`src/rtl/multicycle_ctrl.sv`:
```
// Multicycle processor main controller: Moore FSM sequencing fetch, decode and
// execute phases, producing datapath mux selects and pre-conditioned write strobes.
module multicycle_ctrl (
    input  logic       CLK,
    input  logic       RESET,
    input  logic [1:0] Op,
    input  logic [5:0] Funct,
    input  logic [3:0] Rd,
    input  logic       MemReady,
    output logic       PCS,
    output logic       RegW,
    output logic       MemW,
    output logic       NoWrite,
    output logic [1:0] FlagW,
    output logic       IRWrite,
    output logic       NextPC,
    output logic       AdrSrc,
    output logic       ALUSrcA,
    output logic [1:0] ALUSrcB,
    output logic [1:0] ResultSrc,
    output logic [1:0] ALUControl,
    output logic [3:0] State
);

    localparam logic [3:0] FETCH  = 4'd0;
    localparam logic [3:0] DECODE = 4'd1;
    localparam logic [3:0] MEMADR = 4'd2;
    localparam logic [3:0] MEMRD  = 4'd3;
    localparam logic [3:0] MEMWB  = 4'd4;
    localparam logic [3:0] MEMWR  = 4'd5;
    localparam logic [3:0] EXECR  = 4'd6;
    localparam logic [3:0] EXECI  = 4'd7;
    localparam logic [3:0] ALUWB  = 4'd8;
    localparam logic [3:0] BRANCH = 4'd9;

    logic [3:0] state;
    logic [3:0] state_next;
    logic [3:0] cmd;
    logic       alu_state;
    logic       flag_state;
    logic       pc_dest;

    assign cmd        = Funct[4:1];
    assign alu_state  = (state == EXECR) || (state == EXECI) || (state == ALUWB);
    assign flag_state = (state == EXECR) || (state == EXECI);
    assign pc_dest    = (Rd == 4'd15);
    assign State      = state;

    always_ff @(posedge CLK) begin
        if (RESET) begin
            state <= FETCH;
        end else begin
            state <= state_next;
        end
    end

    always_comb begin
        state_next = FETCH;
        case (state)
            FETCH:  state_next = MemReady ? DECODE : FETCH;
            DECODE: begin
                case (Op)
                    2'b00:   state_next = Funct[5] ? EXECI : EXECR;
                    2'b01:   state_next = MEMADR;
                    2'b10:   state_next = BRANCH;
                    default: state_next = FETCH;
                endcase
            end
            MEMADR: state_next = Funct[0] ? MEMRD : MEMWR;
            MEMRD:  state_next = MemReady ? MEMWB : MEMRD;
            MEMWB:  state_next = FETCH;
            MEMWR:  state_next = MemReady ? FETCH : MEMWR;
            EXECR:  state_next = ALUWB;
            EXECI:  state_next = ALUWB;
            ALUWB:  state_next = FETCH;
            BRANCH: state_next = FETCH;
            default: state_next = FETCH;
        endcase
    end

    always_comb begin
        PCS        = 1'b0;
        RegW       = 1'b0;
        MemW       = 1'b0;
        NoWrite    = 1'b0;
        FlagW      = 2'b00;
        IRWrite    = 1'b0;
        NextPC     = 1'b0;
        AdrSrc     = 1'b0;
        ALUSrcA    = 1'b0;
        ALUSrcB    = 2'b00;
        ResultSrc  = 2'b00;
        ALUControl = 2'b00;

        case (state)
            FETCH: begin
                ALUSrcA   = 1'b1;
                ALUSrcB   = 2'b10;
                ResultSrc = 2'b10;
                IRWrite   = MemReady;
                NextPC    = MemReady;
            end
            DECODE: begin
                ALUSrcA   = 1'b1;
                ALUSrcB   = 2'b10;
                ResultSrc = 2'b10;
            end
            MEMADR: ALUSrcB = 2'b01;
            MEMRD:  AdrSrc  = 1'b1;
            MEMWB: begin
                ResultSrc = 2'b01;
                RegW      = 1'b1;
                PCS       = pc_dest;
            end
            MEMWR: begin
                AdrSrc = 1'b1;
                MemW   = 1'b1;
            end
            EXECI: ALUSrcB = 2'b01;
            ALUWB: begin
                RegW    = 1'b1;
                PCS     = pc_dest;
                NoWrite = (cmd == 4'b1010);
            end
            BRANCH: begin
                ALUSrcB   = 2'b01;
                ResultSrc = 2'b10;
                PCS       = 1'b1;
            end
            default: ;
        endcase

        if (alu_state) begin
            case (cmd)
                4'b0100: ALUControl = 2'b00;
                4'b0010: ALUControl = 2'b01;
                4'b1010: ALUControl = 2'b01;
                4'b0000: ALUControl = 2'b10;
                4'b1100: ALUControl = 2'b11;
                default: ALUControl = 2'b00;
            endcase
        end

        // C/V flags are only meaningful for arithmetic (ADD, SUB, CMP)
        if (flag_state && Funct[0]) begin
            FlagW[1] = 1'b1;
            FlagW[0] = (cmd == 4'b0100) || (cmd == 4'b0010) || (cmd == 4'b1010);
        end

        if (RESET) begin
            PCS     = 1'b0;
            RegW    = 1'b0;
            MemW    = 1'b0;
            NoWrite = 1'b0;
            FlagW   = 2'b00;
            IRWrite = 1'b0;
            NextPC  = 1'b0;
        end
    end

endmodule

```
`config.mk`:
```
export PLATFORM = sky130hd
export DESIGN_NAME = multicycle_ctrl
export DESIGN_NICKNAME = d
export VERILOG_FILES = /design/src/rtl/multicycle_ctrl.sv
export SDC_FILE = /design/constraint.sdc
export NUM_CORES = 1
export LEC_CHECK = 0
export BUFFER_PORTS_ARGS = -buffer_cell sky130_fd_sc_hd__buf_4
export CORE_AREA = 2 2 39 41
export DETAILED_ROUTE_END_ITERATION = 10
export DIE_AREA = 0 0 41 43
export PLACE_DENSITY = 0.7
export SYNTH_ARGS = -nofsm -noshare
export SYNTH_HDL_FRONTEND = slang
export SYNTH_SLANG_ARGS = --single-unit
export TNS_END_PERCENT = 5
```
`constraint.sdc`:
```
create_clock -name CLK -period 1.7 [get_ports CLK]
set_input_delay 0.255 -clock CLK [delete_from_list [all_inputs] [get_ports CLK]]
set_output_delay 0.255 -clock CLK [all_outputs]
set_load 0.03 [all_outputs]
```
### Yosys cells after proc, flatten, opt, wreduce, memory -nomap -nowiden

Index checks and enable logic that the tools add are counted.

* register bits after elaboration: 4
* latch bits: 0
* RAM bits: 0
* bits in read-only memories: 0
* input bits: 15
* output and inout bits: 20
* word-level logic and storage cells: 57
* memories: 0

* add/subtract/negate cells: 0
* multiply operators: 0
* divide/modulo/power cells: 0
* order comparisons: 0
* equality and inequality tests: 16
* shift-type cells: 0
* multiplexer cells: 25
* bitwise logic cells: 0
* reduce and logical (&&, ||, !) cells: 15

Operators with widths (count)
* $pmux 4 s6: 1
* $eq 4x3->1 const B: 5
* $eq 4x4->1 const B: 5
* $mux 1: 13
* $eq 4x2->1 const B: 3
* $pmux 4 s3: 1
* $reduce_or 2->1: 5
* $mux 3: 3
* $logic_not 4->1: 2
* $pmux 2 s2: 2
* $mux 2: 3
* $pmux 2 s3: 1
* $reduce_or 3->1: 2
* $eq 4x1->1 const B: 1
* $logic_or 1x1->1: 4
* $eq 2x1->1 const B: 1
* $eq 2x2->1 const B: 1
* $logic_not 2->1: 1
* $pmux 1 s2: 1
* $logic_and 1x1->1: 1

### Longest topological paths before layout

* depth in word-level cells: 5
* depth in mapped cells: 5

### Worst setup path after synthesis

OpenSTA, ideal clock, no wires.

* kind: register to output
* start point: register state[3] (netlist: State[3])
* end point: output port FlagW[0]
* data arrival time: 2.010 ns
* slack: -0.565 ns
* stages on the path, launching flop included: 5
* path through: dfxtp_1 buf_2 nand2b_1 nor3_1 and3b_1

* longest elaborated chain between the ends: 5
* elaborated cells between the ends (all ways): 6

RTL lines
* start, declared: line 36 `logic [3:0] state;`
* start signal, assigned: line 53 `state <= state_next;`
* $eq 4x3->1: line 45 `assign flag_state = (state == EXECR) || (state == EXECI);`
* $logic_or 1x1->1 *: line 45
* $logic_and 1x1->1 *: line 145 `if (flag_state && Funct[0]) begin`
* $mux 2 *: line 145
* $mux 2 *: line 150 `if (RESET) begin`
* end, declared: line 14 `output logic [1:0] FlagW,`

Every way passes the cells marked *; elsewhere a longest branch is shown, timed or not.

### Worst setup path after layout

* start point: register state[1] (netlist: State[1])
* end point: output port ALUControl[1]

* longest elaborated chain between the ends: 4
* elaborated cells between the ends (all ways): 6

RTL lines
* $eq 4x3->1: line 44 `assign alu_state = (state == EXECR) || (state == EXECI) || (state == ALUWB);`
* $logic_or 1x1->1: line 44
* $logic_or 1x1->1 *: line 44
* $mux 2 *: line 133 `if (alu_state) begin`
* end, declared: line 21 `output logic [1:0] ALUControl,`

Marked as above.

==> flow_metrics.env <==
export IMPL_met2_usage_pct=32.2
export IMPL_dp_cells=116
export IMPL_grt_usage_pct=17.8
export IMPL_antenna_found_initial=0
export IMPL_synth_common_cells="6 x nand2b_1, 5 x buf_2, 5 x nor3_1"
export IMPL_cts_buffers=3
export IMPL_clk_pin_slew_ns=0.04
export IMPL_grt_pass1_vias=539
export IMPL_yosysSeqAreaShare_pct=16.3
export IMPL_grt_busiest_layer="met2"
export IMPL_worstPathRequired_ns=1.44
export IMPL_rows=14
export IMPL_synth_most_common_cell="nand2b_1"
export IMPL_largest_reg_flops=4
export IMPL_critical_path_max_fanout=2
export IMPL_worstSkewPairLatency_ns=0.23
export IMPL_path_class="reg2out"
export IMPL_io_buffers=34
export IMPL_finalMaxSlewViolations=0
export IMPL_fin_worst_skew_ns=0.00268
export IMPL_drv_cap=0
export IMPL_pwr_share_seq_pct=24.2
export IMPL_start_kind="flip-flop"
export IMPL_viasPerCell=5.30
export IMPL_design_core_area_sq_mm=0.00138
export IMPL_synth_largest_area_cell="dfxtp_1"
export IMPL_regToRegSetupSlack_ns=0.34
export IMPL_cts_sink_count=4
export IMPL_ys_warn_count=0
export IMPL_grt_max_degree=21
export IMPL_slew_headroom_pct=70.6
export IMPL_status="finished, violations left"
export IMPL_power_density_mw_per_mm2=509
export IMPL_synth_seq_cells=4
export IMPL_setup_viol=6
export IMPL_pwr_share_comb_pct=48.8
export IMPL_synth_nets=83
export IMPL_synth_edf_count=0
export IMPL_finalHoldViolCount=0
export IMPL_tritoncts="yes"
export IMPL_grt_pass1_wl_um=2190
export IMPL_fin_crit_ns=1.81
export IMPL_violations="negative setup slack"
export IMPL_diodes=0
export IMPL_dieHeight_um=43
export IMPL_synth_main_ff_cell="dfxtp_1"
export IMPL_intPower_uw=270
export IMPL_hold_class="in2reg"
export IMPL_async_flop_share_pct=0
export IMPL_synth_cell_types=31
export IMPL_end_kind="output port"
export IMPL_dieArea_sq_mm=0.00176
export IMPL_rsz0062_at_grt="true"
export IMPL_switching_share_pct=37.3
export IMPL_yosysTopAreaCellShare_pct=16.3
export IMPL_worst_ep_arrival_time_ns=1.55
export IMPL_ant_nets=0
export IMPL_clkPwrFrac_pct=27.0
export IMPL_synthTopCellsByArea="dfxtp_1 16%, nand2b_1 7.7%, nand3b_1 6.1%"
export IMPL_instances_no_fill=119
export IMPL_clockBufferDepth=2
export IMPL_grt_overflow=0
export IMPL_worstMarginPinSlew_ns=0.437
export IMPL_pin_count=35
export IMPL_syn_area_per_cell_sq_um=7.21
export IMPL_met3_usage_pct=4.71
export IMPL_cts_hold_repair_buffers=0
export IMPL_grt_use_met1_pct=20.0
export IMPL_rr_worst_depth=4
export IMPL_reg2reg_from="State[1]$_SDFF_PP0_"
export IMPL_p_sw_uw=160
export IMPL_area_growth_pct=72.2
export IMPL_clockRootBuffer="clkbuf_4"
export IMPL_leakage_uw=0.000354
export IMPL_setup_ws_ns=-0.110
export IMPL_h_tree_depth=1
export IMPL_min_path_cells=2
export IMPL_drtPass1Iterations=4
export IMPL_fmax_mhz=553
export IMPL_r2r_end="State[1]$_SDFF_PP0_"
export IMPL_postSynthCellCount=68
export IMPL_period_share_pct=106
export IMPL_place_congestion=0.810
export IMPL_min_from="RESET"
export IMPL_route_detailed_drc=0
export IMPL_post_place_ws_ns=0.110
export IMPL_vias=631
export IMPL_fin_nets=120
export IMPL_irDropWorstVdd_mv=0.403
export IMPL_crit_start="State[1]$_SDFF_PP0_"
export IMPL_fin_hold_ws_ns=0.257
export IMPL_drt_iter0_drc=9
export IMPL_holdPathEnd="State[1]$_SDFF_PP0_"
export IMPL_hpwl_um=1170
export IMPL_drive_above_1_share_pct=52.4
export IMPL_routed_wl_um=1490
export IMPL_die_width_um=41
export IMPL_initial_core_util_pct=35.4
export IMPL_wl_per_cell_um=12.5
export IMPL_syn_area_sq_um=490
-- worst max-delay path, cell delays in order (launching register included) --
cell     delay [ns]
dfxtp_2        0.32
or4b_1         0.50
a21o_1         0.19
nor3_2         0.14
buf_4          0.17
-- worst max-delay path by stage --
stage | endpoint | slack [ns] | cells past startpoint
after floorplan | ALUControl[0] | -0.19 | 3
after global placement | ALUControl[1] | 0.12 | 4
after detailed placement | NoWrite | 0.11 | 4
after CTS | ALUControl[1] | -0.12 | 4
after global routing | ALUControl[1] | -0.19 | 4
final | ALUControl[1] | -0.11 | 4
-- layout make-up --
cell class | count | area [sq um]
fill | 138 | 539
multi-input combinational | 56 | 415
timing repair buffer | 38 | 298
sequential | 4 | 81.3
clock buffer | 3 | 22.5
tap | 16 | 20.0
inverter | 2 | 7.51
-- power groups by stage --
| stage | Clock (uW) | Sequential, uW | Combinational [uW] |
|---|---|---|---|
| after global routing | 132 | 104 | 225 |
| after detailed placement | 0 | 105 | 208 |
| after floorplan | 0 | 116 | 111 |
| final | 116 | 104 | 210 |
| after CTS | 122 | 104 | 211 |
| after global placement | 0 | 105 | 205 |
-- cells in the final DEF, fill, tap and decap left out, types with 2 or more instances in the layout --
cell,n
buf_4,37
a21oi_1,3
nor3b_1,2
a21o_1,2
inv_1,2
nor2_1,3
nand3b_1,4
nand2b_1,5
a31oi_1,2
nor4_2,3
nor3_2,2
mux2_2,2
dfxtp_1,3
clkbuf_4,3
nand3_1,2
nand2_1,3
nor3_1,3
o21ai_0,3
and3b_1,2
-- cells by family (layout without fill, tap and decap cells) --
family                 count (synthesis)  in the layout  share of synthesized area, %
flip-flops                             4              4                          16.3
XOR/XNOR                               2              2                          3.57
AND/OR/NAND/NOR                       36             36                          46.4
AO/OA/AOI/OAI                         16             16                          20.9
multiplexers                           2              2                          4.59
buffers and inverters                  8             43                          8.16
-- metrics by stage --
stage	util (%)	power [uW]	area (sq um)	TNS, ns
after floorplan	-	228	528	-1.46
after global placement	58.8	310	813	0
after detailed placement	58.8	313	813	0
after CTS	60.8	436	842	-0.517
after global routing	61.0	461	845	-0.985
final	61.0	430	845	-0.331
-- metal layers --
metal  share of wire, %  up-vias
met5                  0        -
met2                 52       22
li1                   -      325
met3                6.5        0
met4                  0        0
met1                 41      284
-- what timing repair did --
item / CTS / global route
resized for setup: 2 / 2
pin swaps: 2 / 0
buffers inserted: 0 / 0
gates cloned: 0 / 0
endpoints found under the setup margin: 8 / 10
Note: power is estimated with default switching activity, not from simulation.
